File: config.mk
export PLATFORM = sky130hd
export DESIGN_NAME = tlul_sram_responder
export DESIGN_NICKNAME = d
export VERILOG_FILES = /design/src/rtl/tlul_pkg.sv /design/src/rtl/tlul_sram_responder_pkg.sv /design/src/rtl/tlul_fifo_sync.sv /design/src/rtl/tlul_sram_responder.sv
export SDC_FILE = /design/constraint.sdc
export NUM_CORES = 1
export LEC_CHECK = 0
export BUFFER_PORTS_ARGS = -buffer_cell sky130_fd_sc_hd__buf_2
export CORE_MARGIN = 2
export CORE_UTILIZATION = 42
export CTS_CLUSTER_DIAMETER = 40
export DETAILED_ROUTE_END_ITERATION = 16
export MAX_ROUTING_LAYER = met4
export PLACE_DENSITY = 0.78
export SETUP_SLACK_MARGIN = 0.2
export SYNTH_ARGS = -nofsm -noshare
export SYNTH_HDL_FRONTEND = slang
export SYNTH_SLANG_ARGS = --single-unit
File: constraint.sdc
create_clock -name clk_i -period 2.7 [get_ports clk_i]
set_input_delay 0.405 -clock clk_i [delete_from_list [all_inputs] [get_ports clk_i]]
set_output_delay 0.405 -clock clk_i [all_outputs]
set_load 0.05 [all_outputs]
File: src/rtl/tlul_pkg.sv
// Shared TL-UL channel types used by the host and device adapters.
package tlul_pkg;

    typedef enum logic [2:0] {
        PutFullData    = 3'h0,
        PutPartialData = 3'h1,
        Get            = 3'h4
    } tl_a_op_e;

    typedef enum logic [2:0] {
        AccessAck     = 3'h0,
        AccessAckData = 3'h1
    } tl_d_op_e;

    typedef struct packed {
        logic        a_valid;
        tl_a_op_e    a_opcode;
        logic [2:0]  a_param;
        logic [1:0]  a_size;
        logic [7:0]  a_source;
        logic [31:0] a_address;
        logic [3:0]  a_mask;
        logic [31:0] a_data;
        logic        d_ready;
    } tl_h2d_t;

    typedef struct packed {
        logic        d_valid;
        tl_d_op_e    d_opcode;
        logic [2:0]  d_param;
        logic [1:0]  d_size;
        logic [7:0]  d_source;
        logic        d_sink;
        logic [31:0] d_data;
        logic        d_error;
        logic        a_ready;
    } tl_d2h_t;

endpackage

File: src/rtl/tlul_sram_responder_pkg.sv
// Local types and helpers for the TL-UL to SRAM responder.
package tlul_sram_responder_pkg;
    import tlul_pkg::*;

    // Per-request bookkeeping carried from A-channel accept to D-channel reply.
    typedef struct packed {
        tl_a_op_e   opcode;
        logic [1:0] size;
        logic [7:0] source;
        logic       req_err;
    } meta_t;

    localparam int MetaW = $bits(meta_t);
    localparam int RspW  = 33;  // {rdata, rerror}

    // Byte lanes a request of this size/offset is allowed to touch.
    function automatic logic [3:0] lane_mask(input logic [1:0] addr, input logic [1:0] size);
        case (size)
            2'd0:    lane_mask = 4'b0001 << addr;
            2'd1:    lane_mask = addr[1] ? 4'b1100 : 4'b0011;
            default: lane_mask = 4'b1111;
        endcase
    endfunction

    // Widen each byte-enable bit into a full byte of bit mask.
    function automatic logic [31:0] expand_mask(input logic [3:0] m);
        logic [31:0] r;
        for (int i = 0; i < 4; i++) begin
            r[i*8 +: 8] = {8{m[i]}};
        end
        return r;
    endfunction

endpackage

File: src/rtl/tlul_fifo_sync.sv
// Small synchronous FIFO; with Pass=1 an empty FIFO forwards its write port
// straight to the read port in the same cycle.
module tlul_fifo_sync #(
    parameter int Width = 8,
    parameter int Depth = 2,
    parameter bit Pass  = 1'b0
) (
    input  logic                       clk_i,
    input  logic                       rst_i,
    input  logic                       wvalid_i,
    input  logic [Width-1:0]           wdata_i,
    output logic                       rvalid_o,
    input  logic                       rready_i,
    output logic [Width-1:0]           rdata_o,
    output logic [$clog2(Depth+1)-1:0] count_o,
    output logic                       full_o,
    output logic                       empty_o
);
    localparam int CntW = $clog2(Depth + 1);
    localparam int PtrW = (Depth > 1) ? $clog2(Depth) : 1;

    logic [Width-1:0] mem_q [Depth];
    logic [PtrW-1:0]  wptr_q, wptr_d, rptr_q, rptr_d;
    logic [CntW-1:0]  cnt_q, cnt_d;
    logic             push, pop, bypass;

    function automatic logic [PtrW-1:0] ptr_inc(input logic [PtrW-1:0] p);
        return (p == PtrW'(Depth - 1)) ? '0 : p + 1'b1;
    endfunction

    assign empty_o  = (cnt_q == '0);
    assign full_o   = (cnt_q == CntW'(Depth));
    assign count_o  = cnt_q;
    assign bypass   = Pass && empty_o && wvalid_i;
    assign rvalid_o = ~empty_o | bypass;
    assign rdata_o  = bypass ? wdata_i : mem_q[rptr_q];
    assign pop      = ~empty_o & rready_i;
    // A bypassed word consumed in the same cycle is never stored.
    assign push     = wvalid_i & ~full_o & ~(bypass & rready_i);

    // Next pointer and occupancy values.
    always_comb begin
        wptr_d = push ? ptr_inc(wptr_q) : wptr_q;
        rptr_d = pop  ? ptr_inc(rptr_q) : rptr_q;
        cnt_d  = cnt_q + CntW'(push) - CntW'(pop);
    end

    // Control state; cleared on reset.
    always_ff @(posedge clk_i) begin
        if (rst_i) begin
            wptr_q <= '0;
            rptr_q <= '0;
            cnt_q  <= '0;
        end else begin
            wptr_q <= wptr_d;
            rptr_q <= rptr_d;
            cnt_q  <= cnt_d;
        end
    end

    // Storage array; contents need no reset since occupancy gates reads.
    always_ff @(posedge clk_i) begin
        if (push) begin
            mem_q[wptr_q] <= wdata_i;
        end
    end

endmodule

File: src/rtl/tlul_sram_responder.sv
// TL-UL device-side responder driving an SRAM-style req/gnt/rvalid port.
// Replies are returned strictly in request order; malformed requests are
// answered with d_error without touching memory.
module tlul_sram_responder
    import tlul_pkg::*, tlul_sram_responder_pkg::*;
#(
    parameter int Outstanding = 2,
    parameter int AddrWidth   = 32,
    parameter bit ErrOnRead   = 1'b0
) (
    input  logic                 clk_i,
    input  logic                 rst_i,
    input  tl_h2d_t              tl_i,
    output tl_d2h_t              tl_o,
    output logic                 req_o,
    input  logic                 gnt_i,
    output logic                 we_o,
    output logic [AddrWidth-1:0] addr_o,
    output logic [31:0]          wdata_o,
    output logic [31:0]          wmask_o,
    input  logic                 rvalid_i,
    input  logic [31:0]          rdata_i,
    input  logic                 rerror_i
);
    localparam int PendW = $clog2(Outstanding + 1);

    logic             req_err, a_ready, accept, grant, full;
    logic [3:0]       lanes;
    meta_t            meta_in, head;
    logic [MetaW-1:0] meta_rdata;
    logic             meta_vld, meta_full, meta_empty;
    logic [PendW-1:0] meta_cnt;
    logic [RspW-1:0]  rsp_rdata;
    logic             rsp_vld, rsp_full, rsp_empty, rsp_push;
    logic [PendW-1:0] rsp_cnt;
    logic [PendW-1:0] pend_q, pend_d;
    logic             d_valid, d_fire;
    logic             unused_sigs;

    // Legality checks on the A-channel request.
    always_comb begin
        req_err = 1'b0;
        lanes   = lane_mask(tl_i.a_address[1:0], tl_i.a_size);
        if (!(tl_i.a_opcode inside {Get, PutFullData, PutPartialData})) req_err = 1'b1;
        if (tl_i.a_size > 2'd2) req_err = 1'b1;
        if (tl_i.a_size == 2'd1 && tl_i.a_address[0]) req_err = 1'b1;
        if (tl_i.a_size == 2'd2 && tl_i.a_address[1:0] != 2'b00) req_err = 1'b1;
        if ((tl_i.a_mask & ~lanes) != 4'b0000) req_err = 1'b1;
        if (tl_i.a_opcode == PutFullData && tl_i.a_mask != lanes) req_err = 1'b1;
        if (tl_i.a_opcode == Get && ErrOnRead) req_err = 1'b1;
    end

    // full uses the registered occupancy, so a pop this cycle does not free a slot yet.
    assign full    = meta_full;
    assign req_o   = tl_i.a_valid & ~req_err & ~full & ~rst_i;
    assign a_ready = ~full & (req_err | gnt_i) & ~rst_i;
    assign accept  = tl_i.a_valid & a_ready;
    assign grant   = req_o & gnt_i;

    assign we_o    = (tl_i.a_opcode != Get);
    assign addr_o  = AddrWidth'(tl_i.a_address[31:2]);
    assign wdata_o = tl_i.a_data;
    assign wmask_o = expand_mask(tl_i.a_mask);

    assign meta_in = '{opcode: tl_i.a_opcode, size: tl_i.a_size,
                       source: tl_i.a_source, req_err: req_err};

    // Stray rvalid pulses (e.g. from before a reset) are dropped when nothing is pending.
    assign rsp_push = rvalid_i & (pend_q != '0);

    // Count of granted memory requests still waiting for rvalid.
    always_comb begin
        pend_d = pend_q + PendW'(grant) - PendW'(rsp_push);
    end

    // Pending-memory counter register.
    always_ff @(posedge clk_i) begin
        if (rst_i) pend_q <= '0;
        else       pend_q <= pend_d;
    end

    tlul_fifo_sync #(.Width(MetaW), .Depth(Outstanding), .Pass(1'b0)) u_meta_fifo (
        .clk_i    (clk_i),
        .rst_i    (rst_i),
        .wvalid_i (accept),
        .wdata_i  (meta_in),
        .rvalid_o (meta_vld),
        .rready_i (d_fire),
        .rdata_o  (meta_rdata),
        .count_o  (meta_cnt),
        .full_o   (meta_full),
        .empty_o  (meta_empty)
    );

    tlul_fifo_sync #(.Width(RspW), .Depth(Outstanding), .Pass(1'b1)) u_rsp_fifo (
        .clk_i    (clk_i),
        .rst_i    (rst_i),
        .wvalid_i (rsp_push),
        .wdata_i  ({rdata_i, rerror_i}),
        .rvalid_o (rsp_vld),
        .rready_i (d_fire & ~head.req_err),
        .rdata_o  (rsp_rdata),
        .count_o  (rsp_cnt),
        .full_o   (rsp_full),
        .empty_o  (rsp_empty)
    );

    assign head    = meta_t'(meta_rdata);
    assign d_valid = meta_vld & (head.req_err | rsp_vld) & ~rst_i;
    assign d_fire  = d_valid & tl_i.d_ready;

    // D-channel response built from the head entry and its memory reply.
    always_comb begin
        tl_o          = '0;
        tl_o.a_ready  = a_ready;
        tl_o.d_valid  = d_valid;
        tl_o.d_opcode = (head.opcode == Get) ? AccessAckData : AccessAck;
        tl_o.d_size   = head.size;
        tl_o.d_source = head.source;
        tl_o.d_data   = (head.opcode == Get && !head.req_err) ? rsp_rdata[32:1] : 32'h0;
        tl_o.d_error  = head.req_err | (rsp_vld & rsp_rdata[0]);
    end

    assign unused_sigs = ^{tl_i.a_param, meta_cnt, meta_empty, rsp_cnt, rsp_full, rsp_empty};

endmodule

== Yosys cells after proc, flatten, opt, wreduce, memory -nomap -nowiden ==
Memories as Yosys holds them, arrays and structs flattened. A register that Yosys moved wholly into a read port is not among the register bits.
Cells that the tools add are included.

* Memories: 2
* RAM bits: 94
* Word-level logic and storage cells: 100
* Flip-flop bits (word level): 10

* Reduce and logical (&&, ||, !) cells: 14
* Equality and inequality tests: 9
* Magnitude comparators: 1
* $add $sub $neg: 10
* Shift-type cells: 1
* Muxes and demuxes: 23
* Bitwise operators: 33

{| class="wikitable"
|+ Memory list
! memory !! depth !! width !! rd ports !! clocked after memory_dff !! write ports !! line !! RTL
|-
| u_rsp_fifo.mem_q || 2 || 33 || 1 || 1 || 1 || tlul_fifo_sync.sv:22 || <nowiki>logic [Width-1:0] mem_q [Depth];</nowiki>
|-
| u_meta_fifo.mem_q || 2 || 14 || 1 || 1 || 1 || tlul_fifo_sync.sv:22 ||
|}

{| class="wikitable"
|+ Operators by type and width
! cell !! number
|-
| two-way mux 33 bit || 1
|-
| two-way mux 32 bit || 1
|-
| AND 1 bit || 19
|-
| two-way mux 1 bit || 19
|-
| inverter 1 bit || 8
|-
| one-hot mux 4 bit (2 select lines) || 1
|-
| adder 2 x 1 -> 2 bit || 3
|-
| == test 2 bit, second input constant || 3
|-
| == test 3 bit, second input constant || 2
|-
| logical NOT 2 bit || 3
|-
| subtractor 2 x 1 -> 2 bit || 3
|-
| logical AND 1 bit || 5
|-
| adder 1 bit, second input constant || 4
|-
| AND 4 bit || 1
|-
| two-way mux 4 bit || 1
|-
| inequality test 4 bit || 1
|-
| inverter 4 bit || 1
|-
| bitwise OR 1 bit || 4
|-
| nonzero test 2 bit || 2
|-
| nonzero test 4 bit || 1
|-
| << shifter 1 x 2 -> 4 bit, first input constant || 1
|-
| == test 3 x 1 -> 1 bit, second input constant || 1
|-
| logical NOT 3 bit || 1
|-
| inequality test 3 bit, second input constant || 1
|-
| 4 further kinds || 4
|}

== Depth between registers and ports, before layout ==
Gate-level depths: netlist (run 1).

* Depth in word-level cells: 15
* Gate-level depth with buffers: 12
* Mapped depth without buffers: 12

== Modules after synthesis ==
From an unflattened synthesis (run 1), not the netlist that was laid out.

* Cell total of the unflattened synthesis: 465
* Area, all modules: 5667.9 um2

{| class="wikitable"
|+ By module, submodules not included
! module !! seq. area each (um2) !! cells each !! times used !! area an instance (um2)
|-
| tlul_fifo_sync (u_rsp_fifo) || 2082.0 || 205 || 1 || 3006.6
|-
| tlul_sram_responder || 40.0 || 189 || 1 || 1415.1
|-
| tlul_fifo_sync (u_meta_fifo) || 940.9 || 71 || 1 || 1246.2
|}

== Worst setup path after synthesis (run 1) ==
OpenSTA, ideal clock, no wires.

* Kind: register to output
* Start point: memory u_meta_fifo.mem_q[0][11] (netlist bit)
* End point: output port tl_o[10] (netlist bit)
* Buffers on the path: 1
* Stages on the path, launching flop included: 5
* Data required time: 2295 ps
* Data arrival time: 3148 ps
* Path slack: -853 ps
* Path through: edfxtp_1 -> o41ai_2 -> nand2_1 -> clkbuf_1 -> a211oi_1

{| class="wikitable"
|+ RTL lines
! element !! line !! RTL
|-
| start: declaration || tlul_fifo_sync.sv:22 ||
|-
| end: declaration || tlul_sram_responder.sv:14 || <nowiki>output tl_d2h_t tl_o,</nowiki>
|}

==> results by group, run 1 <==
Run status
  – Result of the run: finished clean

Die
  – Width of the chip: 116.8 um
  – Initial core utilization: 0.4272
  – Full die area: 13650 sq um
  – Die height: 116.8 um
  – Core Area: 12520 sq um
  – I/O pins: 273
  – Row count: 41

Drt
  – Drt drc: 0
  – Vias: 3279
  – Pre-antenna DRT Iters: 4
  – Final antenna-violating net count: 0
  – Drt wl/cell: 16.79 um
  – DRC violation total after the first TritonRoute iteration: 167
  – Per-cell via count in the routed design: 4.946
  – Routed wire length: 11.13 mm

Clock tree
  – Clk root buf: clkbuf_16
  – CTS buffer count: 9
  – Number of sinks on the clock net: 106
  – CTS H-tree lvls: 3
  – Post-CTS clock slew at the launch and capture registers of the worst setup and hold paths: 0.06 ns
  – Clock tree from TritonCTS: done
  – Maximum root-to-sink buffer count: 2
  – Clock latency reported for the late side of the worst-skew pair: 0.35 ns

Timing
  – Portion of the clock cycle consumed by the worst path in the final layout: 0.9020
  – Final worst-path setup slack: 0.2647 ns
  – Setup violations, final: 0
  – Achievable clock frequency: 410.6 MHz
  – Number of endpoints with negative hold slack in the final report: 0
  – Crit path time final: 2.435 ns
  – Pins over their slew limit: 0
  – Largest clock skew in the final design: 0.005584 ns
  – RSZ-0062 raised after global routing: yes

Synthesis
  – Warning count from the yosys run: 0
  – Register bit total from synthesis: 106
  – Average size of a mapped cell: 12.38 sq um
  – Synthesized cell area: 5348 sq um
  – Number of distinct standard cells referenced by the synthesized netlist: 38
  – Count of flip-flops with a built-in enable after synthesis: 94
  – Sequential fraction of the synthesis area: 0.5728
  – Most instantiated flip-flop cell in the synthesis netlist: edfxtp_1
  – Ys async rst share: 0
  – Count of mapped cells out of synthesis: 432

Worst setup path
  – Register-to-register path setup slack: 0.47 ns
  – Maximum fanout encountered on the critical timing path: 9
  – Biggest cell delay along the critical path: 0.45 ns
  – Req. time, crit path: 2.30 ns
  – Classification of the worst setup path: flop to output pin
  – Worst Setup End Kind: output pin
  – R2R cell count: 10
  – Data arrival time of the worst path: 2.03 ns
  – Worst setup SP type: flop
  – CP max-delay cell: o41ai_4
  – Capture point of the worst reg-to-reg path: u_meta_fifo.count_o[1]
  – Chain of cells forming the critical path: o41ai_4, nand2_4, buf_12, a211oi_4, buf_6

Final layout
  – Layout cells sized above 1: 0.4592
  – Net total in the final layout: 618
  – Commonest cells after routing, fill and taps aside: 104 x buf_2, 94 x edfxtp_1, 46 x nor2_1, 35 x mux2i_1, 32 x a211oi_4
  – Most common library cell in the layout ignoring fill and taps: buf_2
  – Area grow syn2layout: 22.93%
  – Total non-filler cell area in the finished layout: 6574 sq um

Worst hold path
  – Startpoint of the lowest-slack hold path: tl_i[74]
  – Worst Hold Endpoint: u_meta_fifo.mem_q[0][6]
  – Hold Path Class: primary input to flop
  – Hold Path Stages: 1

Pwr
  – Standby leakage power: 2.407 nW
  – Peak supply drop: 362.0 uV
  – Power density normalized to cell area: 691.7 nW/um^2

Global route
  – Number of antenna violations at the first check in global routing: 1
  – M2 GR Usage: 0.2721
  – Largest net degree at the start of global routing: 47
  – Met1 global-route usage: 0.1657
  – Most crowded layer after global routing: met2
  – Tot GR Track Use: 0.1633
  – Met3 Resource Use GR: 0.06282
  – Total congestion overflow: 0
  – Number of global-route vias before repair: 3108
  – Wire length of the first global-routing pass: 15.93 mm

Placement
  – Final weighted congestion of routability-driven global placement: 0.8214
  – Post-detail-place hpwl: 7.982 mm
  – Area post-placement: 6081 sq um
  – Pre-CTS worst setup slack: -0.1038 ns
  – Total of buffers placed on input and output ports: 137

Job
  – Max-capacitance violation count: 0
==> final cells by class <==
type                            instances  area (sq um)
Timing Repair Buffer                  155          1033
Sequential cell                       106          3064
Clock buffer                           11         242.7
Antenna cell                            1         2.502
Tap cell                              172         215.2
Inverter                               14         52.55
Fill cell                            1061          5943
Clock inverter                          5         78.83
Multi-Input combinational cell        199          1884
==> logic make-up after synthesis <==
group                      synth area share
and+or+nand+nor                     0.06552
AOI/OAI and AO/OA                   0.07089
adders and majority gates           0.02340
muxes                               0.08657
xor gates and xnor gates            0.01146
DFF                                  0.5728
other                             0.0007012
buffers and inverters                0.1687
==> how the worst max path moves through the flow <==
stage	from	end	slack (ns)	cells past startpoint
global route	u_meta_fifo.mem_q[0][11]	tl_o[33]	0.16	5
CTS	tl_i[77]	req_o	0.20	9
global placement	tl_i[77]	u_meta_fifo.mem_q[1][9]	0.06	10
floorplan	flop	u_rsp_fifo.mem_q[0][0]	-0.06	4
detailed placement	tl_i[77]	u_meta_fifo.mem_q[1][9]	-0.10	10
finish	u_meta_fifo.mem_q[0][11]	tl_o[10]	0.26	5
==> critical path: cells and delay by family, from the launching register on <==
| family | cells | cell delay, ns |
|---|---|---|
| and+or+nand+nor | 1 | 0.17 |
| DFF | 1 | 0.42 |
| buffers and inverters | 2 | 0.39 |
| AOI/OAI and AO/OA | 2 | 0.68 |
==> registers in the layout, summed over array words and instances (netlist names), named ones only <==
register	cells
u_meta_fifo.wptr_q	1
u_meta_fifo.count_o	2
u_meta_fifo.mem_q	28
u_rsp_fifo.rptr_q	1
u_rsp_fifo.count_o	2
u_rsp_fifo.wptr_q	1
u_rsp_fifo.mem_q	66
pend_q	2
u_meta_fifo.rptr_q	1
==> routing by layer <==
| metal | vias up | part of all wire |
|---|---|---|
| met5 | - | 0 |
| met4 | 0 | 0.031 |
| met2 | 145 | 0.51 |
| li1 | 1503 | - |
| met1 | 1594 | 0.38 |
| met3 | 37 | 0.078 |
==> power by group <==
part,switching (W),internal [W]
Clock,0.000556,0.000836
Sequential,0.0000575,0.00196
Combinational,0.000808,0.000325
Total,0.00142,0.00313
==> synth_stat cells, drive strengths merged, types with 3 or more instances <==
| cell type | number | share of area |
|---|---|---|
| a211oi | 32 | 0.045 |
| edfxtp | 94 | 0.53 |
| inv | 14 | 0.0098 |
| clkbuf | 8 | 0.0056 |
| a21oi | 5 | 0.0047 |
| dfxtp | 12 | 0.045 |
| nand2b | 3 | 0.0035 |
| buf | 112 | 0.15 |
| mux2 | 10 | 0.021 |
| nand2 | 7 | 0.0049 |
| nor2 | 51 | 0.036 |
| mux2i | 35 | 0.066 |
| xor2 | 4 | 0.0066 |
| xnor2 | 3 | 0.0049 |
| ha | 10 | 0.023 |
| nor2b | 4 | 0.0047 |
==> through the flow <==
stage	TNS, ns	total power, W	hold slack [ns]	utilization	instances
6_report	0	0.004547	0.2430	0.5252	663
5_1_grt	0	0.004758	0.2274	0.5252	663
4_1_cts	0	0.004592	0.2240	0.5149	661
3_5_place_dp	-2.299	0.003186	0.4946	0.4858	643
3_3_place_gp	0	0.003140	0.4882	0.4858	643
2_1_floorplan	-4.086	0.003171	0.4725	-	439
==> timing repair <==
item | 4_1_cts | 5_1_grt
pin swaps | 1 | 2
buffers inserted | 2 | 1
gates resized for setup | 4 | 65
hold buffers | 0 | 0
setup endpoints to repair | 28 | 34
hold endpoints to repair | 0 | 0
Note: power is estimated with default switching activity, not from simulation.
==> inputs of run 2 (changes only) <==
- CORE_MARGIN: 2 -> unset
- CORE_UTILIZATION: 42 -> 43
- CTS_BUF_LIST: unset -> sky130_fd_sc_hd__clkbuf_4
- PLACE_DENSITY: 0.78 -> 0.9
==> run 2 against run 1 <==
Routed wire length increased by 8.2%. Via count increased by 2.9%. Global-route usage increased by 3.6 points. Critical path type unchanged. Critical endpoint is now tl_o[22]. Highest routed layer unchanged.
==> results by group, run 2 (synthesized netlist as in run 1, its figures left out) <==
Drt
  – Drt drc: 0 (unchanged)
  – Routed wire length: 12.05 mm (was 11.13 mm)
  – Met2 wire length: 6.141 mm (was 5.686 mm)
  – Vias: 3373 (was 3279)
  – Met1 WL: 4.341 mm (was 4.227 mm)
  – Drt wl/cell: 18.23 um (was 16.79 um)
  – Uppermost layer routed: met4 (unchanged)
  – Final antenna-violating net count: 0 (unchanged)
  – Per-cell via count in the routed design: 5.103 (was 4.946)
  – Pre-antenna DRT Iters: 4 (unchanged)
  – Met3 layer wire length in the routed design: 1.005 mm (was 874 um)
  – DRC violation total after the first TritonRoute iteration: 172 (was 167)

Placement
  – Post-detail-place hpwl: 8.227 mm (was 7.982 mm)
  – Final weighted congestion of routability-driven global placement: 0.8306 (was 0.8214)
  – Inst Count DP: 636 (was 643)
  – Total of buffers placed on input and output ports: 137 (unchanged)
  – Area post-placement: 6078 sq um (was 6081 sq um)

Pwr
  – Peak supply drop: 303.9 uV (was 362.0 uV)
  – Standby leakage power: 2.392 nW (was 2.407 nW)
  – Final total power: 0.004098 W (was 0.004547 W)
  – Power density normalized to cell area: 619.5 nW/um^2 (was 691.7 nW/um^2)

Die
  – Full die area: 12890 sq um (was 13650 sq um)
  – Die height: 113.5 um (was 116.8 um)
  – Core Area: 12060 sq um (was 12520 sq um)
  – Initial core utilization: 0.4434 (was 0.4272)
  – Width of the chip: 113.5 um (was 116.8 um)
  – Row count: 40 (was 41)
  – I/O pins: 273 (unchanged)

Timing
  – Largest clock skew in the final design: 0.01509 ns (was 0.005584 ns)
  – Pins over their slew limit: 0 (unchanged)
  – Crit path time final: 2.545 ns (was 2.435 ns)
  – Number of endpoints with negative hold slack in the final report: 0 (unchanged)
  – Setup violations, final: 0 (unchanged)
  – RSZ-0062 raised after global routing: yes (unchanged)
  – Portion of the clock cycle consumed by the worst path in the final layout: 0.9428 (was 0.9020)
  – Achievable clock frequency: 392.9 MHz (was 410.6 MHz)

Final layout
  – Final Non-Filler Cells: 661 (was 663)
  – Layout cells sized above 1: 0.4675 (was 0.4592)
  – Total non-filler cell area in the finished layout: 6615 sq um (was 6574 sq um)
  – Largest register FFs: 66 (unchanged)
  – Net total in the final layout: 620 (was 618)
  – Registers with the most flip-flops: u_rsp_fifo.mem_q x66, u_meta_fifo.mem_q x28 (unchanged)
  – Most common library cell in the layout ignoring fill and taps: buf_2 (unchanged)
  – Largest register by flop count: u_rsp_fifo.mem_q (unchanged)
  – Commonest cells after routing, fill and taps aside: 103 x buf_2, 94 x edfxtp_1, 45 x nor2_1, 35 x mux2i_1, 33 x buf_6 (was 104 x buf_2, 94 x edfxtp_1, 46 x nor2_1, 35 x mux2i_1, 32 x a211oi_4)
  – Fillers: 980 (was 1061)
  – Area grow syn2layout: 23.70% (was 22.93%)

Clock tree
  – CTS buffer count: 9 (unchanged)
  – Clock latency reported for the late side of the worst-skew pair: 0.48 ns (was 0.35 ns)
  – Number of sinks on the clock net: 106 (unchanged)
  – Clock tree from TritonCTS: done (unchanged)
  – Clk root buf: clkbuf_4 (was clkbuf_16)
  – Maximum root-to-sink buffer count: 2 (unchanged)
  – Post-CTS clock slew at the launch and capture registers of the worst setup and hold paths: 0.16 ns (was 0.06 ns)
  – CTS H-tree lvls: 3 (unchanged)

Worst setup path
  – Worst setup SP type: flop (unchanged)
  – Classification of the worst setup path: flop to output pin (unchanged)
  – Req. time, crit path: 2.30 ns (about the same)
  – Chain of cells forming the critical path: inv_2, o41ai_4, nand2_4, buf_12, buf_16, a211oi_4, buf_6 (was o41ai_4, nand2_4, buf_12, a211oi_4, buf_6)
  – Data arrival time of the worst path: 2.14 ns (was 2.03 ns)
  – Critical path's top delay family: compound AO/OA/AOI/OAI gates (unchanged)
  – Biggest cell delay along the critical path: 0.43 ns (was 0.45 ns)
  – Worst Setup End Kind: output pin (unchanged)
  – Maximum fanout encountered on the critical timing path: 8 (was 9)
  – CP max-delay cell: o41ai_4 (unchanged)
  – Total buffers and inverters traversed by the critical path: 4 (was 2)

Run status
  – Result of the run: finished clean (unchanged)

Worst hold path
  – Hold Path Class: primary input to flop (unchanged)

Global route
  – Largest net degree at the start of global routing: 34 (was 47)
  – Total congestion overflow: 0 (unchanged)
  – Number of global-route vias before repair: 3533 (was 3108)
  – Number of antenna violations at the first check in global routing: 0 (was 1)
  – Wire length of the first global-routing pass: 18.39 mm (was 15.93 mm)
  – Tot GR Track Use: 0.1989 (was 0.1633)

Job
  – Max-capacitance violation count: 0 (unchanged)
## run 2: path summary, 6_finish.rpt
path	startpoint	end	slack, ns	depth (start not counted)
worst max-delay path	u_meta_fifo.mem_q[0][13]	tl_o[22]	0.15	7
worst max register to register	u_rsp_fifo.count_o[1]	u_meta_fifo.count_o[1]	0.69	9
worst min register to register	u_meta_fifo.rptr_q	u_meta_fifo.rptr_q	0.53	2
worst min-delay path	rdata_i[5]	u_rsp_fifo.mem_q[1][6]	0.12	1
## run 2: layout make-up
| type | count | area (sq um) | area share |
|---|---|---|---|
| tap | 168 | 210.2 | 0.03178 |
| clock inverter | 7 | 83.83 | 0.01267 |
| antenna | 1 | 2.502 | 0.0003783 |
| clock buffer | 9 | 67.56 | 0.01021 |
| timing repair buffer | 157 | 1217 | 0.1840 |
| multi-input combinational | 199 | 1913 | 0.2892 |
| sequential | 106 | 3068 | 0.4638 |
| inverter | 14 | 52.55 | 0.007944 |
## run 2: repair_timing
item	in CTS	in global routing
pin swaps	1	1
setup buffers	5	1
resized for setup	76	4
cloned	2	0
setup endpoints to repair	34	34
hold buffers	0	0
## run 2: routing by layer
layer | vias up | GRT usage
met1 | 1626 | 0.1966
met4 | 0 | 0.1202
li1 | 1519 | -
met3 | 44 | 0.07492
met5 | - | -
met2 | 184 | 0.3329
## run 2: stage by stage
stage | worst slack [ns] | util | hold slack (ns) | TNS [ns]
2_1_floorplan | -0.05975 | - | 0.4725 | -4.086
3_3_place_gp | 0.07763 | 0.5039 | 0.4896 | 0
3_5_place_dp | -0.03283 | 0.5039 | 0.5115 | -0.04854
4_1_cts | 0.1104 | 0.5461 | 0.07050 | 0
5_1_grt | 0.05447 | 0.5482 | 0.07045 | 0
6_report | 0.1545 | 0.5484 | 0.1173 | 0
## run 2: power breakdown
| part | switching [W] | leakage [nW] | internal, W | total [W] |
|---|---|---|---|---|
| sequential | 0.0000586 | 0.948 | 0.00196 | 0.00202 |
| combinational | 0.000839 | 1.37 | 0.000378 | 0.00122 |
| clock | 0.000495 | 0.0784 | 0.000365 | 0.000860 |
==> inputs of run 3 (changes only) <==
- ABC_CLOCK_PERIOD_IN_PS: unset -> 2700
- MAX_ROUTING_LAYER: met4 -> unset
==> run 3 against run 2 <==
Critical path depth did not move. Total power rose by 0.13%. Via count barely moved. Design area did not move. Global-route usage fell by 0.63 points. Critical path type unchanged.
==> results by group, run 3 (synthesized netlist as in run 1, its figures left out) <==
Global route
  – Total congestion overflow: 0 (unchanged)
  – Tot GR Track Use: 0.1927 (was 0.1989)
  – Largest net degree at the start of global routing: 34 (unchanged)
  – Number of antenna violations at the first check in global routing: 1 (was 0)
  – Number of global-route vias before repair: 3543 (was 3533)
  – Wire length of the first global-routing pass: 18.35 mm (was 18.39 mm)

Timing
  – Number of endpoints with negative hold slack in the final report: 0 (unchanged)
  – Crit path time final: 2.556 ns (was 2.545 ns)
  – Largest clock skew in the final design: 0.01451 ns (was 0.01509 ns)
  – Portion of the clock cycle consumed by the worst path in the final layout: 0.9465 (was 0.9428)
  – Pins over their slew limit: 0 (unchanged)
  – Achievable clock frequency: 391.3 MHz (was 392.9 MHz)
  – Setup violations, final: 0 (unchanged)
  – RSZ-0062 raised after global routing: yes (unchanged)

Pwr
  – Reported net switching power: 0.001398 W (was 0.001393 W)
  – Standby leakage power: 2.392 nW (unchanged)
  – Share of total power in sequential cells: 0.493 (about the same)
  – Part of the power in the clock network: 0.211 (was 0.210)
  – Internal Dissipation: 0.002705 W (about the same)
  – Power density normalized to cell area: 620.2 nW/um^2 (was 619.5 nW/um^2)
  – Switching Share: 0.3407 (was 0.3398)
  – Peak supply drop: 307.9 uV (was 303.9 uV)
  – Fraction of power consumed by combinational cells: 0.297 (about the same)
  – Final total power: 0.004103 W (was 0.004098 W)

Placement
  – Final weighted congestion of routability-driven global placement: 0.8184 (was 0.8306)
  – Total of buffers placed on input and output ports: 137 (unchanged)
  – Post-detail-place hpwl: 8.227 mm (unchanged)
  – Inst Count DP: 636 (unchanged)

Die
  – Die height: 113.5 um (unchanged)
  – Full die area: 12890 sq um (unchanged)
  – Row count: 40 (unchanged)
  – I/O pins: 273 (unchanged)
  – Initial core utilization: 0.4434 (unchanged)
  – Width of the chip: 113.5 um (unchanged)
  – Core Area: 12060 sq um (unchanged)

Clock tree
  – CTS buffer count: 9 (unchanged)
  – Post-CTS clock slew at the launch and capture registers of the worst setup and hold paths: 0.16 ns (about the same)
  – Clock latency reported for the late side of the worst-skew pair: 0.48 ns (about the same)
  – Maximum root-to-sink buffer count: 2 (unchanged)
  – Clk root buf: clkbuf_4 (unchanged)
  – Number of sinks on the clock net: 106 (unchanged)
  – CTS H-tree lvls: 3 (unchanged)
  – Clock tree from TritonCTS: done (unchanged)

Drt
  – Routed wire length: 12.05 mm (about the same)
  – Drt drc: 0 (unchanged)
  – Per-cell via count in the routed design: 5.101 (was 5.103)
  – Pre-antenna DRT Iters: 4 (unchanged)
  – Vias: 3372 (was 3373)
  – Drt wl/cell: 18.23 um (about the same)
  – Final antenna-violating net count: 0 (unchanged)
  – DRC violation total after the first TritonRoute iteration: 193 (was 172)

Run status
  – Result of the run: finished clean (unchanged)

Final layout
  – Most common library cell in the layout ignoring fill and taps: buf_2 (unchanged)
  – Registers with the most flip-flops: u_rsp_fifo.mem_q x66, u_meta_fifo.mem_q x28 (unchanged)
  – Net total in the final layout: 620 (unchanged)
  – Layout cells sized above 1: 0.4675 (unchanged)
  – Multi-input combinational cell area: 1913 sq um (unchanged)
  – Largest register FFs: 66 (unchanged)
  – Area grow syn2layout: 23.70% (unchanged)
  – Fillers: 980 (unchanged)
  – Commonest cells after routing, fill and taps aside: 103 x buf_2, 94 x edfxtp_1, 45 x nor2_1, 35 x mux2i_1, 33 x buf_6 (unchanged)
  – Register area: 3068 sq um (unchanged)
  – Final Non-Filler Cells: 661 (unchanged)
  – Largest register by flop count: u_rsp_fifo.mem_q (unchanged)

Worst setup path
  – Worst setup SP type: flop (unchanged)
  – Worst Setup End Kind: output pin (unchanged)
  – Data arrival time of the worst path: 2.15 ns (was 2.14 ns)
  – Maximum fanout encountered on the critical timing path: 8 (unchanged)
  – Req. time, crit path: 2.30 ns (about the same)
  – Classification of the worst setup path: flop to output pin (unchanged)

Job
  – Max-capacitance violation count: 0 (unchanged)

Worst hold path
  – Hold Path Class: primary input to flop (unchanged)
==> run 3: power by group through the flow <==
stage	Combinational, W	Sequential (W)	Clock (W)
after detailed placement	0.00116	0.00206	0
after global routing	0.00131	0.00204	0.000951
final	0.00122	0.00202	0.000865
after global placement	0.00112	0.00205	0
after CTS	0.00122	0.00202	0.000898
after floorplan	0.00112	0.00205	0
==> run 3: area by class of cell <==
class,count,share of cell area
multi-input cells,199,0.2892
inverters,14,0.007944
clock inverters,7,0.01267
flip-flops and latches,106,0.4638
clock buffers,9,0.01021
repair buffers,157,0.1840
well taps,168,0.03178
diodes,1,0.0003783
==> run 3: layer usage <==
metal | up-vias | global-route usage | share of wire
li1 | 1520 | - | -
met4 | 2 | 0.1202 | 0.046
met1 | 1624 | 0.1938 | 0.36
met5 | - | 0.02353 | 0.0035
met2 | 180 | 0.3333 | 0.51
met3 | 46 | 0.07386 | 0.082
==> run 3: final timing paths <==
path | start | to | slack [ns] | cells after the start
worst max-delay path | u_meta_fifo.mem_q[0][13] | tl_o[22] | 0.14 | 7
worst min-delay path | rdata_i[5] | u_rsp_fifo.mem_q[1][6] | 0.11 | 1
worst max register to register | u_rsp_fifo.count_o[1] | u_meta_fifo.count_o[1] | 0.69 | 9
worst min register to register | u_meta_fifo.rptr_q | u_meta_fifo.rptr_q | 0.53 | 2
==> run 3: repair_timing <==
action	in CTS	in global routing
hold buffers	0	0
pin swaps	1	1
gates cloned	2	0
gates resized for setup	76	4
setup endpoints to repair	34	34
setup buffers	5	1
==> run 3: worst max-delay path, cell delays in order (launching register included) <==
cell and delay, ns:
edfxtp_1 0.38, inv_2 0.05, o41ai_4 0.43, nand2_4 0.12, buf_12 0.16, buf_16 0.15, a211oi_4 0.19, buf_6 0.19
==> run 3: stage by stage <==
step	TNS [ns]	util	setup WS (ns)	instance area, sq um	hold WS [ns]
after floorplan	-4.086	-	-0.05975	5809	0.4725
after global placement	0	0.5039	0.07763	6078	0.4896
after detailed placement	-0.04854	0.5039	-0.03283	6078	0.5115
after CTS	0	0.5461	0.1104	6586	0.07050
after global routing	0	0.5484	0.05808	6615	0.07332
final	0	0.5484	0.1443	6615	0.1138
